### src/rtl/nes_joypad_pkg.sv
// Shared constants and types for the NES-style joypad register port.
package nes_joypad_pkg;

  typedef logic [7:0] buttons_t;

  localparam int unsigned BTN_A      = 0;
  localparam int unsigned BTN_B      = 1;
  localparam int unsigned BTN_SELECT = 2;
  localparam int unsigned BTN_START  = 3;
  localparam int unsigned BTN_UP     = 4;
  localparam int unsigned BTN_DOWN   = 5;
  localparam int unsigned BTN_LEFT   = 6;
  localparam int unsigned BTN_RIGHT  = 7;

  localparam logic [15:0] ADDR_P1_DEFAULT  = 16'h4016;
  localparam logic [15:0] ADDR_P2_DEFAULT  = 16'h4017;
  localparam logic [7:0]  OPEN_BUS_DEFAULT = 8'h40;

endpackage

### src/rtl/joypad_shifter.sv
// One controller port: latest-sample snapshot plus the serial shift register read by the CPU.
module joypad_shifter
  import nes_joypad_pkg::*;
(
  input  logic     clk,
  input  logic     rst_n,
  input  logic     strobe,
  input  logic     strobe_fall,
  input  logic     rd,
  input  buttons_t sample,
  input  logic     sample_valid,
  output logic     d0
);

  buttons_t snap_q, snap_d;
  buttons_t shift_q, shift_d;

  always_comb begin
    snap_d  = sample_valid ? sample : snap_q;
    shift_d = shift_q;
    // A sample arriving on a load cycle wins over the stored snapshot.
    if (strobe || strobe_fall) begin
      shift_d = sample_valid ? sample : snap_q;
    end else if (rd) begin
      shift_d = {1'b1, shift_q[7:1]};
    end
  end

  always_ff @(posedge clk or negedge rst_n) begin
    if (!rst_n) begin
      snap_q  <= '0;
      shift_q <= '1;
    end else begin
      snap_q  <= snap_d;
      shift_q <= shift_d;
    end
  end

  assign d0 = shift_q[0];

endmodule

### src/rtl/joypad_port.sv
// CPU-facing joypad strobe/data registers; port 2 is built only when JOYPAD_PORT2_EN is defined.
module joypad_port
  import nes_joypad_pkg::*;
#(
  parameter logic [7:0]  OPEN_BUS = OPEN_BUS_DEFAULT,
  parameter logic [15:0] ADDR_P1  = ADDR_P1_DEFAULT,
  parameter logic [15:0] ADDR_P2  = ADDR_P2_DEFAULT
) (
  input  logic        clk,
  input  logic        Reset,
  input  logic [7:0]  buttons1,
  input  logic        buttons1_valid,
  input  logic [7:0]  buttons2,
  input  logic        buttons2_valid,
  input  logic        cpu_en,
  input  logic        cpu_rw,
  input  logic [15:0] cpu_addr,
  input  logic [7:0]  cpu_wdata,
  output logic [7:0]  cpu_rdata,
  output logic        cpu_rvalid
);

  logic       strobe_q, strobe_d;
  logic       wr_p1, strobe_fall;
  logic       rd_p1, rd_p2;
  logic       p1_d0, p2_d0;
  logic [7:0] rdata_q, rdata_d;
  logic       rvalid_q, rvalid_d;
  logic       unused_wdata;

  assign wr_p1       = cpu_en && !cpu_rw && (cpu_addr == ADDR_P1);
  assign rd_p1       = cpu_en &&  cpu_rw && (cpu_addr == ADDR_P1);
  assign rd_p2       = cpu_en &&  cpu_rw && (cpu_addr == ADDR_P2);
  assign strobe_d    = wr_p1 ? cpu_wdata[0] : strobe_q;
  assign strobe_fall = wr_p1 && strobe_q && !cpu_wdata[0];
  assign unused_wdata = ^cpu_wdata[7:1];

  joypad_shifter u_p1 (
    .clk          (clk),
    .rst_n        (Reset),
    .strobe       (strobe_q),
    .strobe_fall  (strobe_fall),
    .rd           (rd_p1),
    .sample       (buttons1),
    .sample_valid (buttons1_valid),
    .d0           (p1_d0)
  );

`ifdef JOYPAD_PORT2_EN
  joypad_shifter u_p2 (
    .clk          (clk),
    .rst_n        (Reset),
    .strobe       (strobe_q),
    .strobe_fall  (strobe_fall),
    .rd           (rd_p2),
    .sample       (buttons2),
    .sample_valid (buttons2_valid),
    .d0           (p2_d0)
  );
`else
  logic unused_p2;
  assign unused_p2 = ^{buttons2, buttons2_valid};
  assign p2_d0     = 1'b0;
`endif

  always_comb begin
    rdata_d  = rdata_q;
    rvalid_d = 1'b0;
    if (rd_p1) begin
      rdata_d  = {OPEN_BUS[7:1], p1_d0};
      rvalid_d = 1'b1;
    end else if (rd_p2) begin
      rdata_d  = {OPEN_BUS[7:1], p2_d0};
      rvalid_d = 1'b1;
    end
  end

  always_ff @(posedge clk or negedge Reset) begin
    if (!Reset) begin
      strobe_q <= 1'b0;
      rdata_q  <= '0;
      rvalid_q <= 1'b0;
    end else begin
      strobe_q <= strobe_d;
      rdata_q  <= rdata_d;
      rvalid_q <= rvalid_d;
    end
  end

  assign cpu_rdata  = rdata_q;
  assign cpu_rvalid = rvalid_q;

endmodule

### config.mk
export PLATFORM = sky130hd
export DESIGN_NAME = joypad_port
export DESIGN_NICKNAME = d
export VERILOG_FILES = /design/src/rtl/nes_joypad_pkg.sv /design/src/rtl/joypad_shifter.sv /design/src/rtl/joypad_port.sv
export SDC_FILE = /design/constraint.sdc
export NUM_CORES = 1
export LEC_CHECK = 0
export CORE_MARGIN = 2
export CORE_UTILIZATION = 39
export CTS_BUF_LIST = sky130_fd_sc_hd__clkbuf_4 sky130_fd_sc_hd__clkbuf_8
export DETAILED_ROUTE_END_ITERATION = 16
export MAX_ROUTING_LAYER = met4
export PLACE_DENSITY = 0.85
export SLEW_MARGIN = 10
export SYNTH_ARGS = -nofsm -noshare
export SYNTH_HDL_FRONTEND = slang
export SYNTH_SLANG_ARGS = --single-unit
### constraint.sdc
create_clock -name clk -period 1.3 [get_ports clk]
set_input_delay 0.39 -clock clk [delete_from_list [all_inputs] [get_ports clk]]
set_output_delay 0.39 -clock clk [all_outputs]
set_load 0.02 [all_outputs]
==> results of run 1 <==
## where the power goes
part	leakage, uW	switching [uW]	internal, uW	total [uW]
combinational	0.000393	82.5	113	195
clock	0.0000210	183	171	354
sequential	0.000232	8.80	654	663
total	0.000646	274	938	1210
## kinds of logic (layout without fill, tap and decap cells)
logic type      after synthesis  after routing  synth area share (%)
simple gates                 23             23                 15.49
compound gates               21             21                 12.85
flops                        20             20                 51.39
buf+inv                      12             51                 7.807
mux                          10             10                 12.09
other cells                   1              6                0.3775
## state kept, by name, summed over array words and instances, names as in the netlist
| name | cells |
|---|---|
| u_p1.shift_q | 8 |
| u_p1.snap_q | 8 |
| cpu_rdata | 2 |
| cpu_rvalid | 1 |
| strobe_q | 1 |
## worst max-delay path, cell delays in order
cell and delay (ns):
clkdlybuf4s15_1 0.19, nor4_4 0.34, buf_4 0.20, buf_6 0.12, a41oi_2 0.13, a21oi_2 0.16
## metal layers
metal	GRT usage (%)	vias up	wire, um
li1	-	393	-
met1	18.02	374	815
met2	28.31	44	1148
met3	3.552	6	158
met4	8.750	0	79
met5	-	-	0
## synth_stat cells (3+ instances only)
library cell and number:
a31oi_1 3, dfstp_2 8, buf_4 6, mux2_2 8
o21ai_0 8, a41oi_1 5, a21oi_1 5, dfrtp_1 12
nor2_1 8
## per-stage QoR
stage	power, uW	area, sq um
3_3_place_gp	864.8	1428
5_1_grt	1276	1524
3_5_place_dp	871.6	1428
6_report	1212	1524
4_1_cts	1224	1475
2_1_floorplan	755.2	1021
## path summary, 6_finish.rpt
kind | cells after the start | slack [ns] | startpoint | to
setup / recovery | 6 | -0.004 | cpu_addr[8] | u_p1.shift_q[4]
min in group clk | 2 | 0.50 | u_p1.shift_q[1] | u_p1.shift_q[0]
hold / removal | 2 | 0.40 | Reset | u_p1.snap_q[1]
setup reg to reg | 3 | 0.30 | cpu_rdata[0] | cpu_rdata[0]
hold reg to reg | 2 | 0.50 | u_p1.shift_q[1] | u_p1.shift_q[0]
max in group asynchronous | 2 | 0.67 | Reset | u_p1.shift_q[5]
## repair_timing
action | CTS | global route
endpoints found under the setup margin | 15 | 11
pin swaps | 10 | 10
buffers inserted | 0 | 1
resized for setup | 58 | 18
## layout make-up
type,instances,area [sq um],share of cell area (%)
Multi-Input combinational cell,60,513.0,33.66
Sequential cell,20,510.5,33.50
Timing Repair Buffer,46,422.9,27.75
Tap cell,30,37.54,2.463
Clock buffer,4,36.28,2.381
Inverter,1,3.754,0.2463
==> out/metrics.yaml, run 1 <==
run_status:
  outcome: "complete, but fails checks"
  violations: "setup timing"
routing:
  wirelength_mm: 2.201
  viasPerCell: 5.075
  dr.pass1.iters: 4
  vias: 817
  ant_nets: 0
  drtIter0Drc: 11
  wire_per_inst_um: 13.67
  drc: 0
yosys:
  synth_cells: 87
  synthArstFlopShare_pct: 100.0
  ys_warn_count: 0
  synth_top_area_share_pct: 30.23
  synth_edf_count: 0
  ys_ff_latch: 20
  synth.distinct_cells: 27
  synth_area_per_cell_sq_um: 11.42
  synth_flop_cell: "dfrtp_1"
  yosysSeqAreaShare_pct: 51.39
  synthesis.area_sq_um: 993.5
  yosys.area.top_type: "dfrtp_1"
  yosys-top-cells-area: "dfrtp_1 30%, dfstp_2 21%, mux2_2 9.1%, buf_4 4.5%, a41oi_1 4.4%"
clocking:
  clk_pin_slew_worst_paths_ns: 0.11
  ctsHtreeMaxLevel: 1
  postCtsHoldBufs: 0
  cts_tree: "done"
  cts_sinks: 20
  root_buffer: "clkbuf_4"
  insertion_delay_ns: 0.30
  numCtsBuffers: 3
  clk_path_buf_depth: 2
place:
  dpl_worst_slack_ns: -0.6864
  placed_cells: 156
  post-dp-hpwl_mm: 1.665
  gp_congestion: 0.7343
  port_buffers: 32
critical_path:
  cp-end-kind: "flop"
  critical_path_class: "in2reg"
  critPathMaxFanout: 5
  arrival_ns: 1.54
  startpoint_type: "primary input"
  cp.required_ns: 1.54
sta:
  hold_viol: 0
  period_needed_ns: 1.304
  setup_viol: 1
  slew_viol_final: 0
  worst_slack_ns: -0.004032
  fin_crit_sh_pct: 100.3
  timing.fmax_mhz: 766.9
  clock_skew_ns: 0.008758
  hold_ws_ns: 0.4009
  setup_tns_ns: -0.004032
cells_and_area:
  num-nets-final: 178
  post-route-util_pct: 62.08
  drive_above_1_share_pct: 48.85
  antenna_cells: 0
  layout-area-overhead-vs-synth_pct: 53.40
  fillers: 202
  final_cell_mix: "12 x dfrtp_1, 12 x clkdlybuf4s50_1, 8 x mux2_2, 8 x buf_4, 8 x dfstp_2"
  final_cell_count_no_fill: 161
grt:
  grt_max_degree: 21
  grt_first_pass_wirelength_mm: 3.312
  groute.usage.overall_pct: 16.60
  overflow: 0
  grt_pass1_vias: 796
  antenna_found_initial: 0
flow_run:
  maxCapViolCount: 0
floorplan:
  row_count: 18
  io_pins: 55
  die_x_um: 54.47
  die_height_um: 54.47
  die-area_sq_um: 2967
  start_util_pct: 40.47
  core_area_sq_um: 2455
pwr:
  p_leak_uw: 0.0006459
  ir_drop_mv: 0.7825
  power_density_nw_per_um2: 795.6
min_path:
  worstHoldPathType: "in2async"
Note: power is estimated with default switching activity, not from simulation.
==> inputs of run 2 (changes only) <==
--- a/config.mk
+++ b/config.mk
@@ -8,7 +8,9 @@
 export CORE_MARGIN = 2
 export CORE_UTILIZATION = 39
 export CTS_BUF_LIST = sky130_fd_sc_hd__clkbuf_4 sky130_fd_sc_hd__clkbuf_8
+export CTS_CLUSTER_DIAMETER = 30
 export DETAILED_ROUTE_END_ITERATION = 16
+export GPL_ROUTABILITY_DRIVEN = 0
 export MAX_ROUTING_LAYER = met4
 export PLACE_DENSITY = 0.85
 export SLEW_MARGIN = 10
==> results of run 2 <==
Final layout, timing and power as in run 1 (identical DEF).
==> inputs of run 3 (changes only) <==
--- a/config.mk
+++ b/config.mk
@@ -13,7 +13,7 @@
 export GPL_ROUTABILITY_DRIVEN = 0
 export MAX_ROUTING_LAYER = met4
 export PLACE_DENSITY = 0.85
-export SLEW_MARGIN = 10
+export SLEW_MARGIN = 20
 export SYNTH_ARGS = -nofsm -noshare
 export SYNTH_HDL_FRONTEND = slang
 export SYNTH_SLANG_ARGS = --single-unit
==> results of run 3 <==
Final layout, timing and power as in run 1 (identical DEF).
